### src/rtl/wb_queue_if.sv
// Handshake and lookup bundle between the write-back queue,
// its producer, the register-file write port and decode.
interface wb_queue_if #(
    parameter int CW = 3
);
    logic          inValid;
    logic          inReady;
    logic [2:0]    inReg;
    logic [15:0]   inData;
    logic          wbStall;
    logic          writeEn;
    logic [2:0]    writeRegSel;
    logic [15:0]   writeData;
    logic [2:0]    readReg1Sel;
    logic [2:0]    readReg2Sel;
    logic          hit1;
    logic          hit2;
    logic [15:0]   fwdData1;
    logic [15:0]   fwdData2;
    logic [CW-1:0] count;

    modport master (
        output inValid, inReg, inData, wbStall,
        output readReg1Sel, readReg2Sel,
        input  inReady, writeEn, writeRegSel, writeData,
        input  hit1, hit2, fwdData1, fwdData2, count
    );

    modport slave (
        input  inValid, inReg, inData, wbStall,
        input  readReg1Sel, readReg2Sel,
        output inReady, writeEn, writeRegSel, writeData,
        output hit1, hit2, fwdData1, fwdData2, count
    );
endinterface

### src/rtl/wb_queue.sv
// Write-back queue in front of the 8x16 register file with decode hazard lookup.
// Define WBQ_FORWARD_EN to drive fwdData1/fwdData2 with the youngest match.
module wb_queue #(
    parameter int DEPTH = 4,
    parameter int CW    = 3
) (
    input  logic       clk,
    input  logic       rst,
    wb_queue_if.slave  bus
);
    localparam int AW = $clog2(DEPTH);

    typedef struct packed {
        logic [2:0]  rg;
        logic [15:0] data;
        logic        valid;
    } entry_t;

    entry_t        q [DEPTH];
    logic [AW-1:0] head;
    logic [AW-1:0] tail;
    logic [CW-1:0] cnt;
    logic          empty;
    logic          full;
    logic          push;
    logic          pop;

    assign empty = (cnt == '0);
    assign full  = (cnt == CW'(DEPTH));

    // inReady depends only on registered occupancy, never on wbStall
    assign bus.inReady = !full && rst;
    assign bus.writeEn = !empty && !bus.wbStall && rst;
    assign push        = bus.inValid && bus.inReady;
    assign pop         = bus.writeEn;

    assign bus.writeRegSel = empty ? 3'd0  : q[head].rg;
    assign bus.writeData   = empty ? 16'd0 : q[head].data;
    assign bus.count       = cnt;

    // push and pop never hit the same slot: that needs empty or full
    always_ff @(posedge clk or negedge rst) begin
        if (!rst) begin
            head <= '0;
            tail <= '0;
            cnt  <= '0;
            for (int i = 0; i < DEPTH; i++) begin
                q[i] <= '0;
            end
        end else begin
            for (int i = 0; i < DEPTH; i++) begin
                if (push && tail == AW'(i)) begin
                    q[i] <= '{rg: bus.inReg, data: bus.inData, valid: 1'b1};
                end else if (pop && head == AW'(i)) begin
                    q[i].valid <= 1'b0;
                end
            end
            if (push) begin
                tail <= tail + 1'b1;
            end
            if (pop) begin
                head <= head + 1'b1;
            end
            unique case ({push, pop})
                2'b10:   cnt <= cnt + 1'b1;
                2'b01:   cnt <= cnt - 1'b1;
                default: cnt <= cnt;
            endcase
        end
    end

    logic [AW-1:0] idx;
    logic          hit1;
    logic          hit2;

    // scan oldest to youngest so the last match left standing is youngest
    always_comb begin
        idx  = head;
        hit1 = 1'b0;
        hit2 = 1'b0;
        for (int k = 0; k < DEPTH; k++) begin
            idx = head + AW'(k);
            if (q[idx].valid && q[idx].rg == bus.readReg1Sel) begin
                hit1 = 1'b1;
            end
            if (q[idx].valid && q[idx].rg == bus.readReg2Sel) begin
                hit2 = 1'b1;
            end
        end
    end

    assign bus.hit1 = hit1;
    assign bus.hit2 = hit2;

`ifdef WBQ_FORWARD_EN
    logic [AW-1:0] fidx;
    logic [15:0]   fwd1;
    logic [15:0]   fwd2;

    always_comb begin
        fidx = head;
        fwd1 = 16'd0;
        fwd2 = 16'd0;
        for (int k = 0; k < DEPTH; k++) begin
            fidx = head + AW'(k);
            if (q[fidx].valid && q[fidx].rg == bus.readReg1Sel) begin
                fwd1 = q[fidx].data;
            end
            if (q[fidx].valid && q[fidx].rg == bus.readReg2Sel) begin
                fwd2 = q[fidx].data;
            end
        end
    end

    assign bus.fwdData1 = fwd1;
    assign bus.fwdData2 = fwd2;
`else
    assign bus.fwdData1 = 16'd0;
    assign bus.fwdData2 = 16'd0;
`endif
endmodule

### src/flat_wrapper.sv
// flat-port wrapper written by rule: the top's interface ports become plain ports
module wb_queue_flat 
#(
    parameter int DEPTH = 4,
    parameter int CW    = 3
)
  (clk, rst, bus_inValid, bus_inReg, bus_inData, bus_wbStall, bus_readReg1Sel, bus_readReg2Sel, bus_inReady, bus_writeEn, bus_writeRegSel, bus_writeData, bus_hit1, bus_hit2, bus_fwdData1, bus_fwdData2, bus_count);
  wb_queue_if #(.CW(CW)) bus_i ();
  input  logic clk;
  input  logic rst;
  input wire logic [$bits(bus_i.inValid)-1:0] bus_inValid;
  input wire logic [$bits(bus_i.inReg)-1:0] bus_inReg;
  input wire logic [$bits(bus_i.inData)-1:0] bus_inData;
  input wire logic [$bits(bus_i.wbStall)-1:0] bus_wbStall;
  input wire logic [$bits(bus_i.readReg1Sel)-1:0] bus_readReg1Sel;
  input wire logic [$bits(bus_i.readReg2Sel)-1:0] bus_readReg2Sel;
  output wire logic [$bits(bus_i.inReady)-1:0] bus_inReady;
  output wire logic [$bits(bus_i.writeEn)-1:0] bus_writeEn;
  output wire logic [$bits(bus_i.writeRegSel)-1:0] bus_writeRegSel;
  output wire logic [$bits(bus_i.writeData)-1:0] bus_writeData;
  output wire logic [$bits(bus_i.hit1)-1:0] bus_hit1;
  output wire logic [$bits(bus_i.hit2)-1:0] bus_hit2;
  output wire logic [$bits(bus_i.fwdData1)-1:0] bus_fwdData1;
  output wire logic [$bits(bus_i.fwdData2)-1:0] bus_fwdData2;
  output wire logic [$bits(bus_i.count)-1:0] bus_count;
  assign bus_i.inValid = bus_inValid;
  assign bus_i.inReg = bus_inReg;
  assign bus_i.inData = bus_inData;
  assign bus_i.wbStall = bus_wbStall;
  assign bus_i.readReg1Sel = bus_readReg1Sel;
  assign bus_i.readReg2Sel = bus_readReg2Sel;
  assign bus_inReady = bus_i.inReady;
  assign bus_writeEn = bus_i.writeEn;
  assign bus_writeRegSel = bus_i.writeRegSel;
  assign bus_writeData = bus_i.writeData;
  assign bus_hit1 = bus_i.hit1;
  assign bus_hit2 = bus_i.hit2;
  assign bus_fwdData1 = bus_i.fwdData1;
  assign bus_fwdData2 = bus_i.fwdData2;
  assign bus_count = bus_i.count;
  wb_queue #(.DEPTH(DEPTH), .CW(CW)) u_core (.clk(clk), .rst(rst), .bus(bus_i));
endmodule
### config.mk
export PLATFORM = sky130hd
export DESIGN_NAME = wb_queue_flat
export DESIGN_NICKNAME = d
export VERILOG_FILES = /design/src/rtl/wb_queue_if.sv /design/src/rtl/wb_queue.sv /design/src/flat_wrapper.sv
export SDC_FILE = /design/constraint.sdc
export NUM_CORES = 1
export LEC_CHECK = 0
export BUFFER_PORTS_ARGS = -buffer_cell sky130_fd_sc_hd__buf_2
export CORE_MARGIN = 4
export CORE_UTILIZATION = 51
export CTS_BUF_LIST = sky130_fd_sc_hd__clkbuf_16
export DETAILED_ROUTE_END_ITERATION = 7
export PLACE_DENSITY = 0.82
export SETUP_SLACK_MARGIN = 0.5
export SYNTH_ARGS = -nofsm -noshare
export SYNTH_HDL_FRONTEND = slang
export SYNTH_SLANG_ARGS = --single-unit
### constraint.sdc
create_clock -name clk -period 3.2 [get_ports clk]
set_clock_uncertainty 0.15 [all_clocks]
set_input_delay 0.64 -clock clk [delete_from_list [all_inputs] [get_ports clk]]
set_output_delay 0.64 -clock clk [all_outputs]
set_load 0.03 [all_outputs]
==> results.md <==
* Crit path kind: reg2out
* Clock Latency Late Sink at 0.33 ns
* Critical path endpoint category: output port
* Crit-path max FO at 6
* TritonRoute pass-1 iters at 4
* Hold Path Depth at 1
* Port bufs at 54
* Core area at 9330 sq um
* CTS tree: yes
* VDD IR max at 0.000710 V
* Yosys warning count at 0
* Worst min path class: reg2reg
* Avg WL per Cell at 18.0 um
* ANT cells at 0
* Clock period minus final worst setup slack at 3.01 ns
* Die Span X at 106 um
* Slew Viols, Final at 0
* Via count of the first global-routing pass at 3014
* Clk slew on worst S/H paths at 0.06 ns
* Starting Density at 52.9%
* Critical Path Most Common Cell: nand4_1
* Netlist cell types at 29
* Final setup viols at 0
* Critical Path Slowest Stage Cell: mux4_2
* CP startpoint kind: register
* Synth cell count leaders: 87 x dfrtp_1, 76 x mux2_2, 37 x buf_4, 28 x xnor2_1, 21 x mux4_2
* Sequential area share after synthesis at 44.1%
* Share of cells above drive strength 1 at 48.3%
* Drt via density at 5.43
* Synth top area share at 44.1%
* Fmax at 332 MHz
* Num CTS Buffers at 9
* LEAKAGE at 2.56 nW
* Worst EP required at 2.41 ns
* Die footprint at 11300 sq um
* Rows at 35
* Post-synthesis cell count at 349
* H-tree Lvls at 3
* Number of DRC markers in iteration 0 at 162
* Routed Antenna Nets at 0
* Main synth FF type: dfrtp_1
* GP Congestion at 0.821
* CP arrival at 2.22 ns
* Largest net degree at the start of global routing at 88
* Routed via count at 2949
* Final Cell Area at 5710 sq um
* Ys async rst share at 100%
* Status: complete, no violations
* P&R area growth vs syn at 15.7%
* Post-Route WL at 9.79 mm
* Area of the mapped netlist at 4930 sq um
* Worst-path cell chain: inv_8, ha_4, mux4_2, xnor2_2, nand4_1, nand4_1, buf_6
* Total negative slack at 0 ns
* CP peak stage delay at 0.56 ns
* DP HPWL at 6.39 mm
* Tcrit/Tclk final at 94.2%
* Kind of cell adding the most delay to the critical path: multiplexers
* Drc violations at 0
* Max-Cap Viols at 0
* Synth area leaders: dfrtp_1 44%, mux2_2 17%, mux4_2 9.6%, buf_4 5.6%, mux4_1 5.3%
* Ports at 87
* Inst Count DP at 518
* Area leader, netlist: dfrtp_1
* Clock Tree Root: clkbuf_16
* CTS Sinks at 87
* Most common cell in the netlist: dfrtp_1
* GR Util All Layers at 17.4%
* Max_slew headroom at 29.4%
* Synthesized flop and latch total at 87
* First-pass GRT wire length at 15.6 mm
* Fin cells at 543
* Cts hold-fix bufs at 0
* Worst-Margin Slew at 1.06 ns
* CTS Buffer Depth at 2
* Cell Pwr Density at 1290 nW/um^2
* Initial antenna violation count at 1
* GR Overflow Total at 0
* Critical Path Stages at 7
* Worst R2R Path Depth at 4
* Fin nets at 448
* Placed inst area at 5180 sq um
* Final Hold Viols at 0
* Buffers plus inverters on the worst setup path at 2
* Post-synth EDFFs at 0
* Syn_area_per_cell at 14.1 sq um
* Die extent in y at 106 um
* Unrepaired setup endpoints after global routing: yes
what timing repair did:
action	in CTS	in global routing
setup endpoints to repair	21	21
setup buffers	3	4
pin swaps	6	4
gates cloned	0	2
resized for setup	8	39
cell families after synthesis:
logic type               count (synthesis)  share of synthesized area [%]
AO/OA/AOI/OAI                            9                           1.39
XOR/XNOR                                29                           5.15
AND/OR/NAND/NOR                         43                           5.35
other                                    1                         0.0760
flip-flops                              87                           44.1
multiplexers                           108                           32.8
adder cells (fa/ha/maj)                 10                           2.69
buffers and inverters                   62                           8.47
area by class of cell:
class                      count  area (sq um)
fill                         709          3620
multi-input combinational    231          2480
tap                          129           161
inverter                       9          41.3
clock inverter                 7           113
clock buffer                   9           225
sequential                    87          2180
timing repair buffer          71           508
metal layers:
layer | vias to the layer above | wire (um) | global-route usage (%)
li1 | 1320 | - | -
met1 | 1524 | 4070 | 22.9
met2 | 88 | 5100 | 29.5
met3 | 15 | 459 | 2.73
met4 | 2 | 145 | 5.64
met5 | - | 13 | 0
state kept, by name, indices dropped and copies added (netlist names):
name / count
u_core.q: 80
u_core.bus.count: 3
u_core.tail: 2
u_core.head: 2
placed cells by master, fill, tap and decap left out, drive strengths merged:
| cell | instances |
|---|---|
| conb | 32 |
| bufinv | 3 |
| clkbuf | 11 |
| a22o | 4 |
| clkinvlp | 2 |
| buf | 69 |
| nand4 | 10 |
| nor2b | 19 |
| nor3b | 1 |
| nor3 | 1 |
| o311a | 1 |
| xor2 | 1 |
| mux4 | 32 |
| clkinv | 1 |
| mux2 | 76 |
| nand2 | 11 |
| ha | 9 |
| nor2 | 1 |
| o31a | 1 |
| o21ai | 3 |
| dfrtp | 87 |
| inv | 10 |
| xnor2 | 28 |
| fa | 1 |
where the power goes:
part           internal (mW)  switching [mW]  total (mW)
registers               1.66           0.374        2.03
clock network          0.757           0.410        1.17
logic                   2.17            1.99        4.16
path summary, 6_finish.rpt:
check / startpoint / to / slack, ns
hold / removal: u_core.q[28]$_DFFE_PN0P_ / u_core.q[28]$_DFFE_PN0P_ / 0.35
setup reg to reg: u_core.bus.count[1]$_DFFE_PN0P_ / u_core.q[22]$_DFFE_PN0P_ / 1.01
setup / recovery: u_core.head[0]$_DFFE_PN0P_ / bus_hit1 / 0.19
max in group asynchronous: rst / u_core.head[0]$_DFFE_PN0P_ / 1.67
min in group asynchronous: rst / u_core.head[1]$_DFFE_PN0P_ / 0.48
hold reg to reg: u_core.q[28]$_DFFE_PN0P_ / u_core.q[28]$_DFFE_PN0P_ / 0.35
through the flow:
step	total power [mW]	hold slack, ns	setup slack [ns]	utilization, %
after detailed placement	5.78	0.337	0.458	55.6
after global routing	7.81	0.366	0.102	61.2
after CTS	7.10	0.351	0.212	59.5
after floorplan	5.05	0.194	0.157	-
final	7.36	0.346	0.187	61.2
after global placement	5.65	0.331	0.504	55.6
(Power assumes the default switching activity.)
